$ cat src/rtl/key_debounce.sv
// Keypad debouncer: one key_evt per press once flag and code are stable for
// DEBOUNCE_CYCLES cycles; re-arms only after flag is low for as long.
module key_debounce #(
  parameter int unsigned DEBOUNCE_CYCLES = 1000000
) (
  input  logic       clk,
  input  logic       rst_n,
  input  logic [3:0] key_code,
  input  logic       key_flag,
  output logic       key_evt,
  output logic [3:0] key_val
);

  localparam int unsigned CntW = $clog2(DEBOUNCE_CYCLES + 1);
  localparam logic [CntW-1:0] CntMax = CntW'(DEBOUNCE_CYCLES);

  logic            armed_q;
  logic [CntW-1:0] cnt_q, cnt_d;
  logic [3:0]      val_q;

  // Armed: count stable-high cycles, restarting on a fresh press or code change.
  always_comb begin
    if (armed_q && (cnt_q == '0 || key_code != val_q)) begin
      cnt_d = CntW'(1);
    end else begin
      cnt_d = cnt_q + CntW'(1);
    end
  end

  always_ff @(posedge clk or negedge rst_n) begin
    if (!rst_n) begin
      armed_q <= 1'b1;
      cnt_q   <= '0;
      val_q   <= '0;
      key_evt <= 1'b0;
      key_val <= '0;
    end else begin
      key_evt <= 1'b0;
      // Armed counts highs, disarmed counts lows; the other level restarts.
      if (armed_q == key_flag) begin
        val_q <= key_code;
        if (cnt_d == CntMax) begin
          cnt_q   <= '0;
          armed_q <= ~armed_q;
          if (armed_q) begin
            key_evt <= 1'b1;
            key_val <= key_code;
          end
        end else begin
          cnt_q <= cnt_d;
        end
      end else begin
        cnt_q <= '0;
      end
    end
  end

endmodule

$ cat config.mk
export PLATFORM = sky130hd
export DESIGN_NAME = key_debounce
export DESIGN_NICKNAME = d
export VERILOG_FILES = /design/src/rtl/key_debounce.sv
export SDC_FILE = /design/constraint.sdc
export NUM_CORES = 1
export LEC_CHECK = 0
export ABC_AREA = 1
export BUFFER_PORTS_ARGS = -buffer_cell sky130_fd_sc_hd__buf_2
export CAP_MARGIN = 15
export CORE_ASPECT_RATIO = 0.7
export CORE_MARGIN = 2
export CORE_UTILIZATION = 25
export CTS_BUF_LIST = sky130_fd_sc_hd__clkbuf_2
export DETAILED_ROUTE_END_ITERATION = 8
export GPL_ROUTABILITY_DRIVEN = 0
export HOLD_SLACK_MARGIN = 0.03
export PLACE_DENSITY = 0.5
export SLEW_MARGIN = 0
export SYNTH_ARGS = -nofsm -noshare
export SYNTH_HDL_FRONTEND = slang
export SYNTH_SLANG_ARGS = --single-unit
$ cat constraint.sdc
create_clock -name clk -period 2.8 [get_ports clk]
set_clock_uncertainty 0.1 [all_clocks]
set_input_delay 0.28 -clock clk [delete_from_list [all_inputs] [get_ports clk]]
set_output_delay 0.28 -clock clk [all_outputs]
set_load 0.05 [all_outputs]
[Word level (Yosys, flattened, before mapping)]
Index checks and enable logic that the tools add are counted.
W data, S select, Z words.
Word-level totals
  flip-flop bits (word level): 30
  output and inout bits: 5
Cells by class
  add/subtract/negate cells: 1
  equal/unequal tests: 3
  multiplexer cells: 6
  bitwise logic cells: 1
  reduce and logical (&&, ||, !) cells: 5
Operators by type and width (number)
  $mux W20: 3
  $add A20 B1 Y20 const B: 1
  $eq A20 B20 Y1 const B: 1
  $logic_not A20 Y1: 1
  $ne A4 B4 Y1: 1
  $mux W1: 3
  $reduce_and A3 Y1: 1
  $reduce_and A2 Y1: 1
  $eq A1 B1 Y1: 1
  $logic_and A1 B1 Y1: 1
  $logic_or A1 B1 Y1: 1
  $not A1 Y1: 1

[Longest topological paths before layout]
Gate-level depths: netlist of the first run.
  word-level depth: 7
  depth in mapped cells: 15
  gate-level depth less buffers: 15

[Worst setup path after synthesis of the first run]
Ideal clock, no wire load.
  path type: register to register
  start: register cnt_q[0]
  end: register cnt_q[18]
  library setup time: 0.127 ns
  arrival: 1.816 ns
  required time: 2.573 ns
  slack: 0.756 ns
  stages on the path, launching flop included: 13
  buffers on the path: 0
  period minus slack after synthesis: 2.044 ns
  cells stage by stage: dfrtp_1 -> ha_1 -> nand3_2 -> inv_2 -> or2_2 -> nand2_1 -> nand2_1 -> nor2_1 -> nand4_1 -> nor2_4 -> nand2_2 -> nand2_4 -> nor2_1
On the way
  word-level cells in the longest chain between the ends: 7
  elaborated cells on any way between the ends: 8
Ends and longest elaborated chain
  from (decl): RTL line 18  | logic [CntW-1:0] cnt_q, cnt_d;
  from (signal assigned): RTL line 50  | cnt_q <= cnt_d;
  branches (longest 3 deep; another with $add A20 B1 Y20)
  $mux W20 (*): RTL line 23  | if (armed_q && (cnt_q == '0 || key_code != val_q)) begin
  $eq A20 B20 Y1: RTL line 42  | if (cnt_d == CntMax) begin
  $mux W20 (*): RTL line 42
  $mux W20 (*): RTL line 40  | if (armed_q == key_flag) begin
Mark *: on every way between the ends.
A chain may end at the register's enable or synchronous reset.

[Final worst setup path of the first run]
  start: register cnt_q[0]
  end: register cnt_q[9]
Same word-level chain as after synthesis.

==> results.md, run 1 <==
- Register area: 752 sq um
- Max VDD drop: 0.109 mV
- CTS max path bufs: 2
- Final non-filler cell total: 440
- Grt ovf: 0
- H-Tree Depth: 2
- Initial Utilization: 0.256
- Required time of the critical path: 2.96 ns
- Final core occ: 0.282
- Initial antenna violation count: 0
- Synthesized cell area: 2150 sq um
- Largest net degree at the start of global routing: 31
- Antenna diodes: 0
- Area of the multi-input gates: 1230 sq um
- Die area: 9380 sq um
- Slew @ Worst Pin: 0.710 ns
- Final Setup Violations: 0
- Share of layout cells above drive strength 1: 0.158
- CTS tree: done
- Setup crit start kind: flip-flop
- Final net count: 344
- Via density: 4.60
- Final Hold Viols: 0
- Max-cap viol count: 0
- Worst reg2reg startpoint: cnt_q[0]
- Fill cells: 919
- Final instance area: 2370 sq um
- Yosys cell types: 34
- Critical path startpoint: cnt_q[0]
- Net Count, Synth: 327
- DIE HEIGHT: 81.7 microns
- DRT Pass-1 Iters: 6
- Cell total after placement: 431
- Static Leakage: 1.13 nW
- Num CTS Buffers: 5
- PortBufs: 11
- Routed length per instance: 13.4 microns
- Seq/Total Area, Yosys: 0.349
- Vias in the first global route: 1,842
- Critical path class: flip-flop to flip-flop
- IO Pins: 12
- Crit. End Element: flip-flop
- DRT iter0 DRCs: 162
- R2R Setup Slk: 0.38 ns
- Final Cycle Share: 0.864
- Pwr Density: 310 nW/um^2
- CP Max Fanout: 13
- Mapped Cells: 317
- RSZ-0062 raised after global routing: no
- Synthesized flop and latch total: 30
- R2r worst-path depth: 14
- Total chip power: 0.734 mW
- Clock-pin transition on the worst setup and hold timing paths: 0.16 ns
- Final slew viol count: 0
- DRT Wirelength: 5.90 mm
- Area Growth Syn to Fin: 10.1%
- First-pass GRT wire length: 9.86 mm
- Total GRT Usage: 0.137
- Die width: 115 microns
- Worst r2r dst: cnt_q[9]
- Placement Rows: 28
- Setup crit end: cnt_q[9]
- Syn_area_per_cell: 6.79 sq um
- # clock sinks: 30
- Post-DP HPWL: 4.67 mm
- Hold WC Path Type: primary input to flip-flop
- Status: completed
- Clock latency on the worst-skew pair: 0.35 ns
- Slew margin rel.: 0.526
- Core area: 8410 sq um
- CP Data Arrival Time: 2.58 ns
- Clock root cell: clkbuf_2
- Placed cell area: 2320 sq um
- Post-CTS sizing: 0
- Via count: 2,022
- F_max: 413 MHz
- Synth Warn #: 0
- Tmin final: 2.42 ns
- Post-route setup TNS: 0 ns
- # DRC: 0
- Post-route ant nets: 0
==> stage by stage <==
step,worst slack (ns),hold slack (ns)
global placement,0.473,0.269
global route,0.178,0.0499
CTS,0.469,0.0684
floorplan,0.756,-0.116
finish,0.380,0.0879
detailed placement,0.468,0.269
==> layout make-up <==
class                           count  area share
Tap cell                          105      0.0554
Sequential cell                    30       0.317
Clock buffer                        5      0.0106
Multi-Input combinational cell    247       0.521
Timing Repair Buffer               14      0.0338
Inverter                           36      0.0576
Clock inverter                      3     0.00475
==> layer usage <==
metal | global-route usage | routed length (microns)
met5 | 0 | 0
met1 | 0.223 | 3330
met3 | 0.0266 | 268
met2 | 0.178 | 2250
met4 | 0.0373 | 48
==> state kept, by name, summed over array words and instances (netlist names) <==
register  flops
cnt_q        20
key_val       4
val_q         4
key_evt       1
armed_q       1
==> power breakdown <==
part	total (mW)	internal, mW	switching [mW]
sequential	0.451	0.442	0.00871
clock	0.209	0.0535	0.156
combinational	0.0739	0.0254	0.0484
total	0.734	0.521	0.213
==> synthesized netlist by cell type <==
master	n	area share
o21bai_1	1	0.0035
xor2_2	1	0.0076
xor2_1	2	0.0081
xnor2_1	5	0.020
nand2_1	98	0.17
o21ai_1	2	0.0046
nand4_1	14	0.041
a21boi_0	1	0.0035
dfstp_2	1	0.012
a21oi_1	1	0.0023
nand3b_1	1	0.0035
nor2_8	1	0.0093
clkdlybuf4s50_2	1	0.0052
inv_2	1	0.0017
clkinv_2	1	0.0023
inv_1	33	0.058
and2_2	1	0.0035
nand2_2	8	0.023
nor2_2	9	0.026
nand3_2	3	0.014
nand2_4	1	0.0052
or2_2	2	0.0058
nor2_4	5	0.026
nor3_1	3	0.0070
clkinv_1	1	0.0017
buf_2	1	0.0023
o21ai_0	4	0.0093
dfrtp_1	29	0.34
nor2_1	57	0.099
ha_1	3	0.017
clkbuf_1	1	0.0017
buf_6	1	0.0052
nand3_1	23	0.053
nand3_4	1	0.0081
==> critical path, cell delays in order, from the launching register on <==
cell and delay, ns:
dfrtp_1 0.45, inv_1 0.20, ha_1 0.18, nand2_1 0.05
nor2_1 0.16, nand3_1 0.10, nand2_1 0.08, nand2_1 0.10
buf_4 0.20, nand3_1 0.12, nand3_1 0.12, nor2_1 0.13
nand2_1 0.09, nor2_1 0.18, nor2_1 0.06
==> logic make-up after synthesis <==
family                   Yosys count  synth area share
buffers and inverters             40            0.0779
AND/OR/NAND/NOR                  227             0.496
XOR/XNOR                           8            0.0360
adder cells (fa/ha/maj)            3            0.0174
flip-flops                        30             0.349
AO/OA/AOI/OAI                      9            0.0232
==> cells in the final DEF (no fill, tap or decap), types with 5 or more instances in the layout <==
master / count
nand2_1: 98
nor2_1: 57
inv_1: 33
dfrtp_1: 29
nand3_1: 23
nand4_1: 14
buf_2: 11
nor2_2: 9
nand2_2: 8
nor2_4: 5
xnor2_1: 5
clkbuf_2: 5
==> worst min path at each step <==
stage,cells after the start,to,start
floorplan,0,cnt_q[0],rst_n
global placement,1,key_evt,rst_n
detailed placement,1,cnt_q[14],rst_n
CTS,3,key_val[2],key_code[2]
global route,3,val_q[0],key_code[0]
finish,3,val_q[2],key_code[2]
==> repair_timing <==
item,CTS,global route
endpoints found under the hold margin,29,0
setup buffers,0,0
hold buffers,1,0
(Power assumes the default switching activity.)
==> inputs of run 2 (changes only) <==
--- a/config.mk
+++ b/config.mk
@@ -11,12 +11,12 @@
 export CORE_ASPECT_RATIO = 0.7
 export CORE_MARGIN = 2
 export CORE_UTILIZATION = 25
-export CTS_BUF_LIST = sky130_fd_sc_hd__clkbuf_2
+export CTS_BUF_LIST = sky130_fd_sc_hd__clkbuf_16
 export DETAILED_ROUTE_END_ITERATION = 8
 export GPL_ROUTABILITY_DRIVEN = 0
 export HOLD_SLACK_MARGIN = 0.03
 export PLACE_DENSITY = 0.5
-export SLEW_MARGIN = 0
+export SLEW_MARGIN = 20
 export SYNTH_ARGS = -nofsm -noshare
 export SYNTH_HDL_FRONTEND = slang
 export SYNTH_SLANG_ARGS = --single-unit
==> results.md, run 2 (synthesized netlist as in run 1, its figures left out) <==
- Slew @ Worst Pin: 0.715 ns (+0.00423 ns)
- Status: completed
- Static Leakage: 1.17 nW (+3.6%)
- Via count: 2,013 (-0.45%)
- Post-CTS sizing: 0 (unchanged)
- Setup crit start kind: flip-flop
- CP Max Fanout: 13 (unchanged)
- Final net count: 344 (unchanged)
- DRT iter0 DRCs: 148 (-8.6%)
- Tmin final: 2.40 ns (-0.0173 ns)
- Vias in the first global route: 1,864 (+1.2%)
- Dpl ws: 0.468 ns (unchanged)
- RSZ-0062 raised after global routing: no
- Final Setup Violations: 0 (unchanged)
- Core area: 8410 sq um (unchanged)
- # clock sinks: 30 (unchanged)
- PortBufs: 11 (unchanged)
- Routed length per instance: 13.5 microns (+0.39%)
- Final core occ: 0.294 (+0.0119)
- Via density: 4.58 (-0.45%)
- CTS max path bufs: 2 (unchanged)
- Final Hold Viols: 0 (unchanged)
- CP Data Arrival Time: 2.46 ns (-0.12 ns)
- Final Cycle Share: 0.858 (-0.00618)
- Regs by FF count: cnt_q x20, key_val x4, val_q x4
- Clock latency on the worst-skew pair: 0.28 ns (-0.07 ns)
- Total chip power: 1.03 mW (+41%)
- Critical path class: flip-flop to flip-flop
- Post-DP HPWL: 4.67 mm (unchanged)
- Most frequent cells in the layout: 98 x nand2_1, 57 x nor2_1, 33 x inv_1
- Max reg flops: 20 (unchanged)
- Share of layout cells above drive strength 1: 0.158 (unchanged)
- Largest net degree at the start of global routing: 31 (unchanged)
- CTS tree: done
- IO Pins: 12 (unchanged)
- DRT Pass-1 Iters: 4 (-2)
- Switching pwr: 0.244 mW (+15%)
- H-Tree Depth: 2 (unchanged)
- Most flop-heavy register: cnt_q
- Seq pwr share: 0.437 (-0.177)
- Initial Utilization: 0.256 (unchanged)
- Combinational share of power: 0.072 (-0.029)
- Die area: 9380 sq um (unchanged)
- Most common cell after layout, fill and taps aside: nand2_1
- Hold WC Path Type: primary input to flip-flop
- DIE HEIGHT: 81.7 microns (unchanged)
- Slew margin rel.: 0.524 (-0.00282)
- Grt ovf: 0 (unchanged)
- Setup WS post-layout: 0.398 ns (+0.0173 ns)
- Setup repair bufs after CTS: 0 (unchanged)
- First-pass GRT wire length: 9.93 mm (+0.70%)
- Antenna diodes: 0 (unchanged)
- Area Growth Syn to Fin: 14.7%
- Max VDD drop: 0.191 mV (+74%)
- Total GRT Usage: 0.139 (+0.00143)
- Final slew viol count: 0 (unchanged)
- DRT Wirelength: 5.92 mm (+0.39%)
- Clock-pin transition on the worst setup and hold timing paths: 0.05 ns (-0.11 ns)
- Max-cap viol count: 0 (unchanged)
- Required time of the critical path: 2.86 ns (-0.10 ns)
- Hold WS: 0.167 ns (+0.0793 ns)
- Pwr Density: 418 nW/um^2 (+35%)
- Num CTS Buffers: 5 (unchanged)
- Placement Rows: 28 (unchanged)
- Post-route ant nets: 0 (unchanged)
- # DRC: 0 (unchanged)
- Internal power: 0.788 mW (+51%)
- Initial antenna violation count: 0 (unchanged)
- Crit. End Element: flip-flop
- F_max: 416 MHz (+0.72%)
- Die width: 115 microns (unchanged)
- Switching share of power: 0.237 (-0.0530)
- Power share of the clock group: 0.491 (+0.206)
- Clock root cell: clkbuf_16
- Post-route setup TNS: 0 ns (unchanged)
-- run 2: worst max-delay path, cell delays in order, from the launching register on --
cell and delay [ns]:
dfrtp_1 0.41, inv_1 0.20, ha_1 0.18, nand2_1 0.05, nor2_1 0.16, nand3_1 0.10
nand2_1 0.08, nand2_1 0.11, buf_4 0.21, nand3_1 0.12, nand3_1 0.12, nor2_1 0.13
nand2_1 0.09, nor2_1 0.17, nor2_1 0.06
-- run 2: cell type report --
| class | instances | area [sq um] |
|---|---|---|
| clock buffers | 5 | 125 |
| flip-flops and latches | 30 | 752 |
| inverters | 36 | 136 |
| repair buffers | 14 | 80.1 |
| multi-input cells | 247 | 1230 |
| well taps | 105 | 131 |
| fillers | 905 | 5940 |
| clock inverters | 3 | 11.3 |
-- run 2: per-stage QoR --
step	instances	area, sq um
after floorplan	317	2150
after global placement	431	2320
after detailed placement	431	2320
after CTS	440	2470
after global routing	440	2470
final	440	2470
-- run 2: final timing paths --
kind / from / to / slack (ns) / cells after the start
min reg2reg: key_val[1] / key_val[1] / 0.38 / 2
max reg2reg: cnt_q[0] / cnt_q[9] / 0.40 / 14
max: cnt_q[0] / cnt_q[9] / 0.40 / 14
max in group asynchronous: rst_n / cnt_q[0] / 1.64 / 2
min: key_code[2] / val_q[2] / 0.17 / 3
min in group asynchronous: rst_n / cnt_q[19] / 0.50 / 2
-- run 2: per-layer routing --
layer  GRT usage  up-vias  wire (microns)
li1            -     1032               -
met1       0.222      935            3380
met2       0.181       34            2240
met3      0.0266       12             190
met4      0.0446        0             110
met5           0        -               0
-- run 2: timing repair --
item,in CTS,in global routing
endpoints found under the hold margin,29,0
endpoints found under the setup margin,0,0
hold buffers,1,0
-- run 2: power groups by stage --
stage	logic (mW)	clock network [mW]	registers (mW)
2_1_floorplan	0.0462	0	0.457
3_3_place_gp	0.0732	0	0.458
3_5_place_dp	0.0726	0	0.458
4_1_cts	0.0740	0.517	0.451
5_1_grt	0.0847	0.538	0.453
6_report	0.0739	0.507	0.452
==> inputs of run 3 (changes only) <==
--- a/config.mk
+++ b/config.mk
@@ -5,7 +5,7 @@
 export SDC_FILE = /design/constraint.sdc
 export NUM_CORES = 1
 export LEC_CHECK = 0
-export ABC_AREA = 1
+export ABC_AREA = 0
 export BUFFER_PORTS_ARGS = -buffer_cell sky130_fd_sc_hd__buf_2
 export CAP_MARGIN = 15
 export CORE_ASPECT_RATIO = 0.7
@@ -15,7 +15,7 @@
 export DETAILED_ROUTE_END_ITERATION = 8
 export GPL_ROUTABILITY_DRIVEN = 0
 export HOLD_SLACK_MARGIN = 0.03
-export PLACE_DENSITY = 0.5
+export PLACE_DENSITY = 0.51
 export SLEW_MARGIN = 20
 export SYNTH_ARGS = -nofsm -noshare
 export SYNTH_HDL_FRONTEND = slang
==> results.md, run 3 <==
- Status: completed
- Final core occ: 0.345 (+0.0517)
- Worst r2r dst: key_val[0]
- PortBufs: 11 (unchanged)
- CP max stage delay: 0.55 ns (+0.14 ns)
- Hold WC Path Type: primary input to flip-flop
- # clock sinks: 30 (unchanged)
- Synth Warn #: 0 (unchanged)
- Crit. End Element: flip-flop
- Xor and xnor area share after synthesis: 0.106 (+0.0700)
- WHS Path Cells: 2 (-1)
- Main combinational cell family by area after synthesis: simple AND/OR/NAND/NOR gates
- First-pass GRT wire length: 8.34 mm (-16%)
- Max reg flops: 20 (unchanged)
- Via density: 4.93 (+7.7%)
- Adder-Cell Fraction of Synth Area: 0.0206 (+0.00322)
- DRT iter0 DRCs: 200 (+35%)
- DIE HEIGHT: 75.3 microns (-7.7%)
- Regs by FF count: cnt_q x20, key_val x4, val_q x4
- Area of the multi-input gates: 1080 sq um (-13%)
- Vias in the first global route: 1,538 (-17%)
- CP Max Fanout: 5 (-8)
- CTS tree: done
- Area share of the largest cell type after synthesis: 0.399 (+0.0622)
- Critical path class: flip-flop to flip-flop
- Commonest cells post-synth: 29 x dfrtp_1, 16 x nor2_1, 14 x nand2_1, 14 x xor2_1, 12 x nor3_1
- Largest net degree at the start of global routing: 31 (unchanged)
- Net Count, Synth: 194 (-41%)
- Final Setup Violations: 0 (unchanged)
- Core area: 6880 sq um (-18%)
- Total GRT Usage: 0.139 (+0.000168)
- Ys async rst share: 1.00 (unchanged)
- Cell taking the most area after synthesis: dfrtp_1
- R2R Setup Slk: 0.06 ns (-0.33 ns)
- Routed length per instance: 16.1 microns (+20%)
- Metal1 wirelength: 2.72 mm (-20%)
- Most flop-heavy register: cnt_q
- Hold WS: 0.169 ns (+0.00195 ns)
- IO Pins: 12 (unchanged)
- Tmin final: 2.74 ns (+0.334 ns)
- Hold_sp: key_code[1]
- Die width: 106 microns (-7.8%)
- Initial antenna violation count: 0 (unchanged)
- CP top delay family: simple AND/OR/NAND/NOR gates
- Crit path cell chain: buf_4, inv_1, ha_1, nor4_1, a21oi_2, nor4b_2, or4b_4, mux2_4
- Setup crit start kind: flip-flop
- Routed wl met2: 1.97 mm (-12%)
- Top cells by area, synth: dfrtp_1 40%, xor2_1 6.7%, xnor2_1 3.9%
- Post-DP HPWL: 3.66 mm (-22%)
- Final slew viol count: 0 (unchanged)
- Via count: 1,557 (-23%)
- Clock root cell: clkbuf_16
- # DRC: 0 (unchanged)
- Initial Utilization: 0.264 (+0.00808)
- Final Hold Viols: 0 (unchanged)
- Slew @ Worst Pin: 0.700 ns (-0.0142 ns)
- Die area: 7980 sq um (-15%)
- Area Growth Syn to Fin: 30.8%
- CP max stage cell: or4b_4
- Seq/Total Area, Yosys: 0.414 (+0.0644)
- R2r worst-path depth: 8 (-6)
- Setup WS post-layout: 0.0640 ns (-0.334 ns)
- CP bufs+invs: 2 (unchanged)
- Antenna diodes: 0 (unchanged)
- Share of layout cells above drive strength 1: 0.338 (+0.180)
- Highest routed layer: met4
- Post-route ant nets: 0 (unchanged)
- Static Leakage: 1.02 nW (-13%)
- Max VDD drop: 0.172 mV (-9.6%)
- Placement Rows: 25 (-11%)
- Area fraction in compound gates after synthesis: 0.0798 (+0.0566)
- Fill cells: 713 (-21%)
- Clock-pin transition on the worst setup and hold timing paths: 0.06 ns (about the same)
- Register area: 754 sq um (+0.33%)
- Critical path startpoint: cnt_q[0]
- Final Cycle Share: 0.977 (+0.119)
- Grt ovf: 0 (unchanged)
- H-Tree Depth: 2 (unchanged)
- Syn_area_per_cell: 9.88 sq um (+45%)
- F_max: 365 MHz (-12%)
- Clock latency on the worst-skew pair: 0.28 ns (about the same)
- Total chip power: 1.06 mW (+2.9%)
- Met3 wire length: 352 microns (+85%)
- Max-cap viol count: 0 (unchanged)
- Mapped Cells: 184 (-42%)
- CP Data Arrival Time: 2.80 ns (+0.34 ns)
- DRT Pass-1 Iters: 4 (unchanged)
- Synthesized cell area: 1820 sq um (-16%)
- Synthesized flop and latch total: 30 (unchanged)
- Slew margin rel.: 0.533 (+0.00948)
- Yosys cell types: 49 (+44%)
- Required time of the critical path: 2.87 ns (about the same)
- Num CTS Buffers: 5 (unchanged)
- Placed cell area: 2150 sq um (-7.6%)
- Top-count cell post-synth: dfrtp_1
- Simple-gate share of the synthesized area: 0.286 (-0.210)
- Number of synthesized flops with an enable pin: 0 (unchanged)
- Worst reg2reg startpoint: cnt_q[0]
- Most frequent cells in the layout: 27 x dfrtp_1, 27 x buf_4, 15 x nor2_1
- Post-synthesis mux area share: 0.0578 (+0.0578)
- Dpl ws: 0.0484 ns (-0.420 ns)
- Final net count: 231 (-33%)
- Final instance area: 2380 sq um (-3.7%)
- Hold worst-path end: key_val[1]
- Pwr Density: 447 nW/um^2 (+6.9%)
- DRT Wirelength: 5.10 mm (-14%)
- CTS max path bufs: 2 (unchanged)
- Top FF cell, synth: dfrtp_1
- Setup repair bufs after CTS: 0 (unchanged)
==> run 3: cell count changes after synthesis, moves of 5 or more <==
| cell | before | now |
|---|---|---|
| nand4_1 | 14 | 3 |
| or4_1 | 0 | 6 |
| inv_1 | 33 | 5 |
| nand2_2 | 8 | 0 |
| nor2_2 | 9 | 0 |
| nor3_1 | 3 | 12 |
| nor2_4 | 5 | 0 |
| nor2b_1 | 0 | 5 |
| nand2_1 | 98 | 14 |
| nor2_1 | 57 | 16 |
| xor2_1 | 2 | 14 |
| nor4_1 | 0 | 7 |
| nand3_1 | 23 | 3 |
==> run 3: logic make-up (layout without fill, tap and decap cells) <==
| group | Yosys count | after routing |
|---|---|---|
| simple gates | 88 | 88 |
| flops | 30 | 30 |
| xor+xnor | 22 | 22 |
| compound gates | 19 | 19 |
| buf+inv | 14 | 52 |
| mux | 8 | 8 |
| fa+ha+maj | 3 | 3 |
==> run 3: what timing repair did <==
item	in CTS	in global routing
hold buffers	1	0
endpoints found under the setup margin	0	11
endpoints found under the hold margin	29	0
resized for setup	0	15
==> run 3: layout make-up <==
cell class / count / share of cell area
tap: 94 / 0.0495
inverter: 5 / 0.00789
sequential: 30 / 0.317
clock inverter: 3 / 0.00684
timing repair buffer: 39 / 0.113
multi-input combinational: 140 / 0.453
clock buffer: 5 / 0.0526
==> run 3: worst max path at each step <==
stage | endpoint | slack, ns | cells past startpoint
after floorplan | key_val[0] | 0.02 | 8
after global placement | key_val[3] | 0.08 | 8
after detailed placement | key_val[2] | 0.05 | 7
after CTS | key_val[0] | 0.04 | 7
after global routing | key_val[3] | -0.04 | 8
final | key_val[0] | 0.06 | 8
==> run 3: metal layers <==
metal | GRT usage | vias up
met5 | 0 | -
met4 | 0.0439 | 0
met3 | 0.0351 | 5
met2 | 0.190 | 52
met1 | 0.213 | 754
li1 | - | 746
==> run 3: per-stage QoR <==
step                      setup TNS (ns)  std cells
after floorplan                        0        184
final                                  0        316
after global placement                 0        307
after detailed placement               0        307
after CTS                              0        316
after global routing              -0.131        316
==> run 3: report_power, final <==
part	switching, mW	total, mW	internal, mW
Clock	0.201	0.525	0.324
Combinational	0.0527	0.0875	0.0348
Sequential	0.00559	0.449	0.443
